File: src/rtl/neuron_sequencer.sv
// neuron_sequencer: owns one neuron's weight memory port. Loads a weight set
// word by word, then runs a MAC pass over numWeights activations, adds a bias
// and emits one saturated fixed-point result.
module neuron_sequencer #(
    parameter int numWeights   = 16,
    parameter int addressWidth = 4,
    parameter int dataWidth    = 16,
    parameter int fracBits     = 8,
    parameter int accWidth     = 36
) (
    input  logic                    clk,
    input  logic                    rstn,
    input  logic                    loadStart,
    input  logic                    loadValid,
    input  logic [dataWidth-1:0]    loadData,
    output logic                    loadReady,
    output logic                    loadDone,
    input  logic                    start,
    input  logic [dataWidth-1:0]    biasIn,
    input  logic                    inValid,
    input  logic [dataWidth-1:0]    inData,
    output logic                    inReady,
    output logic                    outValid,
    input  logic                    outReady,
    output logic [dataWidth-1:0]    outData,
    output logic                    busy,
    output logic                    memReadEn,
    output logic                    memWriteEn,
    output logic [addressWidth-1:0] memAddr,
    output logic [dataWidth-1:0]    memDataIn,
    input  logic [dataWidth-1:0]    memDataOut
);

    typedef enum logic [1:0] {IDLE, LOAD, RUN, OUT} state_t;

    localparam logic [addressWidth-1:0] LAST = addressWidth'(numWeights - 1);
    // Saturation bounds of the output format, expressed at accumulator width.
    localparam logic signed [accWidth-1:0] SAT_MAX =
        {{(accWidth-dataWidth+1){1'b0}}, {(dataWidth-1){1'b1}}};
    localparam logic signed [accWidth-1:0] SAT_MIN =
        {{(accWidth-dataWidth+1){1'b1}}, {(dataWidth-1){1'b0}}};

    state_t                        state_q;
    logic [addressWidth-1:0]       cnt_q;
    logic signed [accWidth-1:0]    acc_q;
    logic [dataWidth-1:0]          out_q;
    logic                          loadDone_q;

    logic                          cnt_last;
    logic signed [2*dataWidth-1:0] prod;
    logic signed [accWidth-1:0]    acc_d;
    logic signed [accWidth-1:0]    bias_init;
    logic signed [accWidth-1:0]    scaled;
    logic [dataWidth-1:0]          sat_d;

    assign cnt_last  = (cnt_q == LAST);
    assign prod      = $signed(memDataOut) * $signed(inData);
    assign acc_d     = acc_q + {{(accWidth-2*dataWidth){prod[2*dataWidth-1]}}, prod};
    assign bias_init = {{(accWidth-dataWidth){biasIn[dataWidth-1]}}, biasIn} <<< fracBits;
    assign scaled    = acc_d >>> fracBits;

    // Clamp the final sum (including the last product) into the output format.
    always_comb begin
        sat_d = scaled[dataWidth-1:0];
        if (scaled > SAT_MAX)
            sat_d = {1'b0, {(dataWidth-1){1'b1}}};
        else if (scaled < SAT_MIN)
            sat_d = {1'b1, {(dataWidth-1){1'b0}}};
    end

    // Port handshakes and memory controls decode directly from the state register.
    assign loadReady  = (state_q == LOAD);
    assign inReady    = (state_q == RUN);
    assign outValid   = (state_q == OUT);
    assign busy       = (state_q != IDLE);
    assign memWriteEn = (state_q == LOAD) && loadValid;
    assign memReadEn  = (state_q == RUN);
    assign memAddr    = (state_q == LOAD || state_q == RUN) ? cnt_q : '0;
    assign memDataIn  = memWriteEn ? loadData : '0;
    assign outData    = out_q;
    assign loadDone   = loadDone_q;

    // Sequencer FSM: address counter, accumulator, result and done pulse.
    always_ff @(posedge clk or negedge rstn) begin
        if (!rstn) begin
            state_q    <= IDLE;
            cnt_q      <= '0;
            acc_q      <= '0;
            out_q      <= '0;
            loadDone_q <= 1'b0;
        end else begin
            loadDone_q <= 1'b0;
            case (state_q)
                IDLE: begin
                    // loadStart has priority; a simultaneous start is dropped.
                    if (loadStart) begin
                        state_q <= LOAD;
                        cnt_q   <= '0;
                    end else if (start) begin
                        state_q <= RUN;
                        cnt_q   <= '0;
                        acc_q   <= bias_init;
                    end
                end
                LOAD: begin
                    if (loadValid) begin
                        if (cnt_last) begin
                            state_q    <= IDLE;
                            cnt_q      <= '0;
                            loadDone_q <= 1'b1;
                        end else begin
                            cnt_q <= cnt_q + addressWidth'(1);
                        end
                    end
                end
                RUN: begin
                    if (inValid) begin
                        acc_q <= acc_d;
                        if (cnt_last) begin
                            state_q <= OUT;
                            cnt_q   <= '0;
                            out_q   <= sat_d;
                        end else begin
                            cnt_q <= cnt_q + addressWidth'(1);
                        end
                    end
                end
                OUT: begin
                    if (outReady) state_q <= IDLE;
                end
                default: state_q <= IDLE;
            endcase
        end
    end

endmodule

File: config.mk
export PLATFORM = sky130hd
export DESIGN_NAME = neuron_sequencer
export DESIGN_NICKNAME = d
export VERILOG_FILES = /design/src/rtl/neuron_sequencer.sv
export SDC_FILE = /design/constraint.sdc
export NUM_CORES = 1
export LEC_CHECK = 0
export CAP_MARGIN = 20
export CORE_MARGIN = 8
export CORE_UTILIZATION = 39
export CTS_BUF_LIST = sky130_fd_sc_hd__clkbuf_8
export DETAILED_ROUTE_END_ITERATION = 10
export GPL_TIMING_DRIVEN = 0
export SYNTH_ARGS = -nofsm -noshare
export SYNTH_HDL_FRONTEND = slang
export SYNTH_SLANG_ARGS = --single-unit
File: constraint.sdc
create_clock -name clk -period 4.3 [get_ports clk]
set_input_delay 0.86 -clock clk [delete_from_list [all_inputs] [get_ports clk]]
set_output_delay 0.86 -clock clk [all_outputs]
set_load 0.01 [all_outputs]
==> out/results.tsv, run 1 <==
metric	value	unit
reg2reg setup slack	250	ps
Distinct cells, synth	76	
first-pass GRT wire length	73.9	mm
M2 GR Usage	0.346	
TNS Setup	-151430	ps
Top Family by Delay on Critical Path	adder cells	
CTS Hold Bufs	0	
DRT Pass-1 Iters	5	
DP Wirelength	34.8	mm
most frequent CP cell	fa_1	
Vias/cell	5.05	
status	complete, but fails checks	
asr flop ratio synth	1.00	
GR peak layer	met2	
Mapped Nets	2116	
post-place setup slack	-6070	ps
largest net degree at the start of global routing	60	
Hold Path Stages	2	
hold path endpoint	acc_q[21]	
slowest stage cell, crit path	fa_2	
total track usage	0.209	
Layout Area Growth over Synthesis	36.9	%
Synth Instances	1660	
CP bufs+invs	7	
RSZ-0062 raised after global routing	true	
layout cells sized above 1	0.273	
die span in x	210	microns
antenna-violating nets left	0	
Final Hold Vio Count	0	
IO Pins	114	
Setup Skew	21.5	ps
Port Buffer Count	113	
GR Util met1	0.277	
share of the synthesized area in the top cell type	0.359	
CTS HTree Levels	3	
most frequent cells in the layout	inv_1 (308), fa_1 (242), nand2_1 (162), and2_1 (110), buf_4 (110)	
failing checks	setup timing	
Crit Reg-Reg Startpoint	acc_q[0]	
DR iter-0 viols	605	
Finished Cell Area	20100	sq um
Final GP Congestion	0.892	
Diodes inserted	0	
ranking of synthesized cells by area	fa_1 (36%), ha_1 (10%), dfrtp_1 (10%), inv_1 (8.6%), and2_1 (5.4%)	
R2R Path End	outData[10]	
EDFF count, synth	0	
CTS tree	done	
R2R cell count	17	
clock edge transition at the registers on the reported setup and hold paths	70	ps
antenna violations before repair	0	
mean post-synth cell area	8.84	sq um
Seq/Total Area, Yosys	0.101	
relative slew slack	0.357	
CP endpoint kind	flip-flop	
Seq cells post-synth	59	
synth warn	0	
Die Y	210	microns
worst min path class	reg -> reg	
Max Freq	117	MHz
DR vias	12300	
met3 Usage GRT	0.0368	
CTS Root Cell	clkbuf_8	
HP Start	acc_q[21]	
most common cell after layout, fill and taps aside	inv_1	
Max Buffers Root-to-Sink	2	
clock tree sinks	59	
number of max-cap violations	0	
Worst Path Arrival	8750	ps
WS Path Type	in -> reg	
total CTS buffers	9	
number of global-route vias before repair	13700	
CP required	4520	ps
Tmin final	8520	ps
Placed Area	16900	sq um
Rows	71	
core footprint	37400	sq um
Congestion Overflow GR	0	
Final Setup Violations	46	
crit share post-route	1.98	
Final Util	0.537	
Final Worst Setup Slack	-4220	ps
Critical Path Fanout Max	10	
final number of max-transition violations	0	
Final nets	2370	
Synth area leader	fa_1	
mapped cell area	14700	sq um
final wirelength	44.3	mm
Starting Density	0.392	
Clock Latency Late Sink	370	ps
die area	44100	sq um
DR WL/cell	18.2	microns
DRC viols	0	
actual slew at the worst max-slew pin	959	ps
startpoint type of the worst setup path	primary input	
Crit path largest cell delay	570	ps
top_reg_cell synth	dfrtp_1	
[flip-flops by register name (all words and copies together) (netlist names)]
name and flops:
acc_q 36, cnt_q 4, loadDone 1, outData 16
state_q 2
[layout make-up]
class | instances | area [sq um]
Buffer | 56 | 791
Clock buffer | 10 | 138
Clock inverter | 6 | 87.6
Fill cell | 3315 | 17300
Inverter | 337 | 1280
Multi-Input combinational cell | 1206 | 13300
Sequential cell | 59 | 1480
Tap cell | 511 | 639
Timing Repair Buffer | 245 | 2340
[synthesized netlist by cell type (17+ instances only)]
master / n
dfrtp_1: 59
inv_1: 337
nand3_1: 18
xnor2_1: 47
fa_1: 263
and2_1: 127
mux2i_1: 17
nor2_1: 72
a21oi_1: 61
nand2_1: 184
clkbuf_1: 43
o21ai_0: 71
and3_1: 22
ha_1: 122
[worst register-to-register path, stage by stage (launching register included)]
cell      delay (ps)
dfrtp_1          360
ha_1             190
inv_1             60
fa_1             370
and2b_1          250
o211ai_1         160
a211oi_4         290
o211ai_2         140
buf_4            170
a311oi_4         430
o21ai_4          110
o31a_4           330
mux2i_4          200
buf_4            140
nor4bb_4         320
a31oi_4          160
buf_8            190
o32ai_2          100
[metal layers]
metal	vias to the layer above	share of wire
met5	-	0
met4	0	0.028
met1	6106	0.44
met2	375	0.47
li1	5730	-
met3	70	0.066
[worst max path at each step]
stage	from	cells past startpoint	end	slack, ps
2_1_floorplan	inData[6]	36	outData[14]	-3950
3_3_place_gp	memDataOut[14]	33	outData[14]	-6020
3_5_place_dp	memDataOut[13]	33	outData[5]	-6070
4_1_cts	inData[7]	38	outData[11]	-4260
5_1_grt	memDataOut[12]	34	outData[6]	-4580
6_report	memDataOut[6]	36	outData[6]	-4220
[logic make-up (layout without fill, tap and decap cells)]
logic type / Yosys count / count (layout) / synth area share
simple gates: 487 / 487 / 0.166
buf+inv: 395 / 654 / 0.107
fa+ha+maj: 385 / 385 / 0.463
mux: 17 / 17 / 0.0116
flops: 59 / 59 / 0.101
xor+xnor: 62 / 62 / 0.0370
compound gates: 255 / 255 / 0.114
[stage by stage]
stage | hold slack [ps] | cells
final | 496 | 2430
after floorplan | 450 | 1660
after CTS | 500 | 2416
after global placement | 469 | 2284
after detailed placement | 480 | 2284
after global routing | 522 | 2430
[repair_timing]
item                                    CTS  global route
endpoints found under the setup margin   48            47
gates resized for setup                 496           125
pin swaps                               161           115
setup buffers                           115            26
cloned                                    4             0
Power of run 1 is left out: the tool's default activity adds up to more than one toggle a clock period on the data nets, which glitch-free logic cannot reach.
==> inputs of run 2 (changes only) <==
==> constraint.sdc (replaced) <==
create_clock -name clk -period 8.2 [get_ports clk]
set_input_delay 1.64 -clock clk [delete_from_list [all_inputs] [get_ports clk]]
set_output_delay 1.64 -clock clk [all_outputs]
set_load 0.05 [all_outputs]
==> out/results.tsv, run 2 (same netlist as run 1, synthesis figures left out) <==
metric	value	unit	change
status	complete, but fails checks		
failing checks	setup timing		
Tmin final	9490	ps	
Final nets	2340		-1.3%
Setup Skew	16.2	ps	-5.27 ps
crit share post-route	1.16		
placed insts	2285		+0.044%
DRT Pass-1 Iters	5		unchanged
Vias/cell	5.02		-0.70%
Starting Density	0.392		unchanged
DP Wirelength	34.8	mm	about the same
Worst Path Arrival	9710	ps	+960 ps
CTS HTree Levels	3		unchanged
antenna-violating nets left	0		unchanged
CP required	8430	ps	+3910 ps
number of max-cap violations	0		unchanged
Max Buffers Root-to-Sink	2		unchanged
Clock Latency Late Sink	360	ps	about the same
Congestion Overflow GR	0		unchanged
Diodes inserted	0		unchanged
Die Y	210	microns	unchanged
slowest stage cell, crit path	fa_1		
CP bufs+invs	9		+2
final number of max-transition violations	0		unchanged
core footprint	37400	sq um	unchanged
number of global-route vias before repair	13000		-4.8%
Layout Cells excl Fill	2400		-1.2%
IO Pins	114		unchanged
Final Hold Vio Count	0		unchanged
total CTS buffers	9		unchanged
Multi-input gate area	12900	sq um	-3.5%
clock tree sinks	59		unchanged
antenna violations before repair	0		unchanged
die span in x	210	microns	unchanged
DRC viols	0		unchanged
Critical Path Fanout Max	7		-3
CP endpoint kind	flip-flop		
most frequent cells in the layout	inv_1 (318), fa_1 (254), nand2_1 (176), and2_1 (112), buf_4 (101)		
Sequential Area	1480	sq um	unchanged
clock edge transition at the registers on the reported setup and hold paths	80	ps	about the same
Biggest register	acc_q		
Crit path largest cell delay	560	ps	about the same
Top Family by Delay on Critical Path	adder cells		
Rows	71		unchanged
RSZ-0062 raised after global routing	true		
max reg flops	36		unchanged
Max Freq	105	MHz	
Final Worst Setup Slack	-1290	ps	+2940 ps
most frequent CP cell	fa_1		
DR WL/cell	18.0	microns	-1.2%
CTS tree	done		
layout cells sized above 1	0.220		-0.0528
Final Setup Violations	33		-28%
first-pass GRT wire length	70.6	mm	-4.4%
Layout Area Growth over Synthesis	30.7	%	
startpoint type of the worst setup path	primary input		
largest net degree at the start of global routing	60		unchanged
final wirelength	43.2	mm	-2.4%
worst min path class	reg -> reg		
actual slew at the worst max-slew pin	835	ps	-124 ps
most common cell after layout, fill and taps aside	inv_1		
total track usage	0.199		-0.00926
DR iter-0 viols	570		-5.8%
Final GP Congestion	0.902		+1.1%
FILL cells	3412		+2.9%
die area	44100	sq um	unchanged
post-place setup slack	-3050	ps	+3030 ps
WS Path Type	in -> reg		
CTS Root Cell	clkbuf_8		
Port Buffer Count	113		unchanged
DR vias	12000		-1.9%
relative slew slack	0.443		+0.0859
## run 2: cell count changes in the layout (fill, tap and decap cells not counted), sizes merged
cell           change
buf               -27
clkbuf             -5
clkinvlp           +5
bufinv             -2
clkdlybuf4s15      +1
clkinv             -1
inv                -1
## run 2: worst paths after layout
kind	cells after the start	from	slack, ps	end
worst max-delay path	36	inData[4]	-1290	outData[7]
worst min-delay path	2	acc_q[9]	500	acc_q[9]
worst max register to register	17	acc_q[0]	4140	outData[8]
worst min register to register	2	acc_q[9]	500	acc_q[9]
max in group asynchronous	1	rstn	6280	outData[5]
min in group asynchronous	1	rstn	1360	acc_q[35]
## run 2: timing repair
action | in CTS | in global routing
endpoints found under the hold margin | 0 | 0
endpoints found under the setup margin | 40 | 39
hold buffers | 0 | 0
resized for setup | 401 | 111
gates cloned | 1 | 1
buffers inserted | 81 | 19
pin swaps | 104 | 64
## run 2: cell type report
class	count	area share
flip-flops and latches	59	0.0770
inverters	337	0.0666
repair buffers	216	0.103
clock buffers	9	0.00646
plain buffers	55	0.0395
clock inverters	7	0.00274
well taps	511	0.0334
multi-input cells	1206	0.671
## run 2: per-layer routing
metal  global-route usage  wire, microns  up-vias  share of wire
li1                     -              -     5674              -
met1                0.269          19200     5977           0.44
met2                0.330          20600      329           0.48
met3               0.0336           2360       64          0.055
met4               0.0520           1050        0          0.024
met5                    0              0        -              0
## run 2: worst min-delay path: stages, from the launching register on
cell     delay, ps
dfrtp_1        360
nand2_1         50
o21ai_0         60
## run 2: through the flow
step,setup TNS (ps),instance area [sq um],hold WS [ps],util
3_3_place_gp,-83510,16700,466,0.447
6_report,-27170,19200,498,0.512
2_1_floorplan,-14190,15000,450,-
3_5_place_dp,-85890,16700,479,0.447
5_1_grt,-36560,19200,531,0.512
4_1_cts,-26340,18500,497,0.495
Power of run 2 is left out for the same reason.
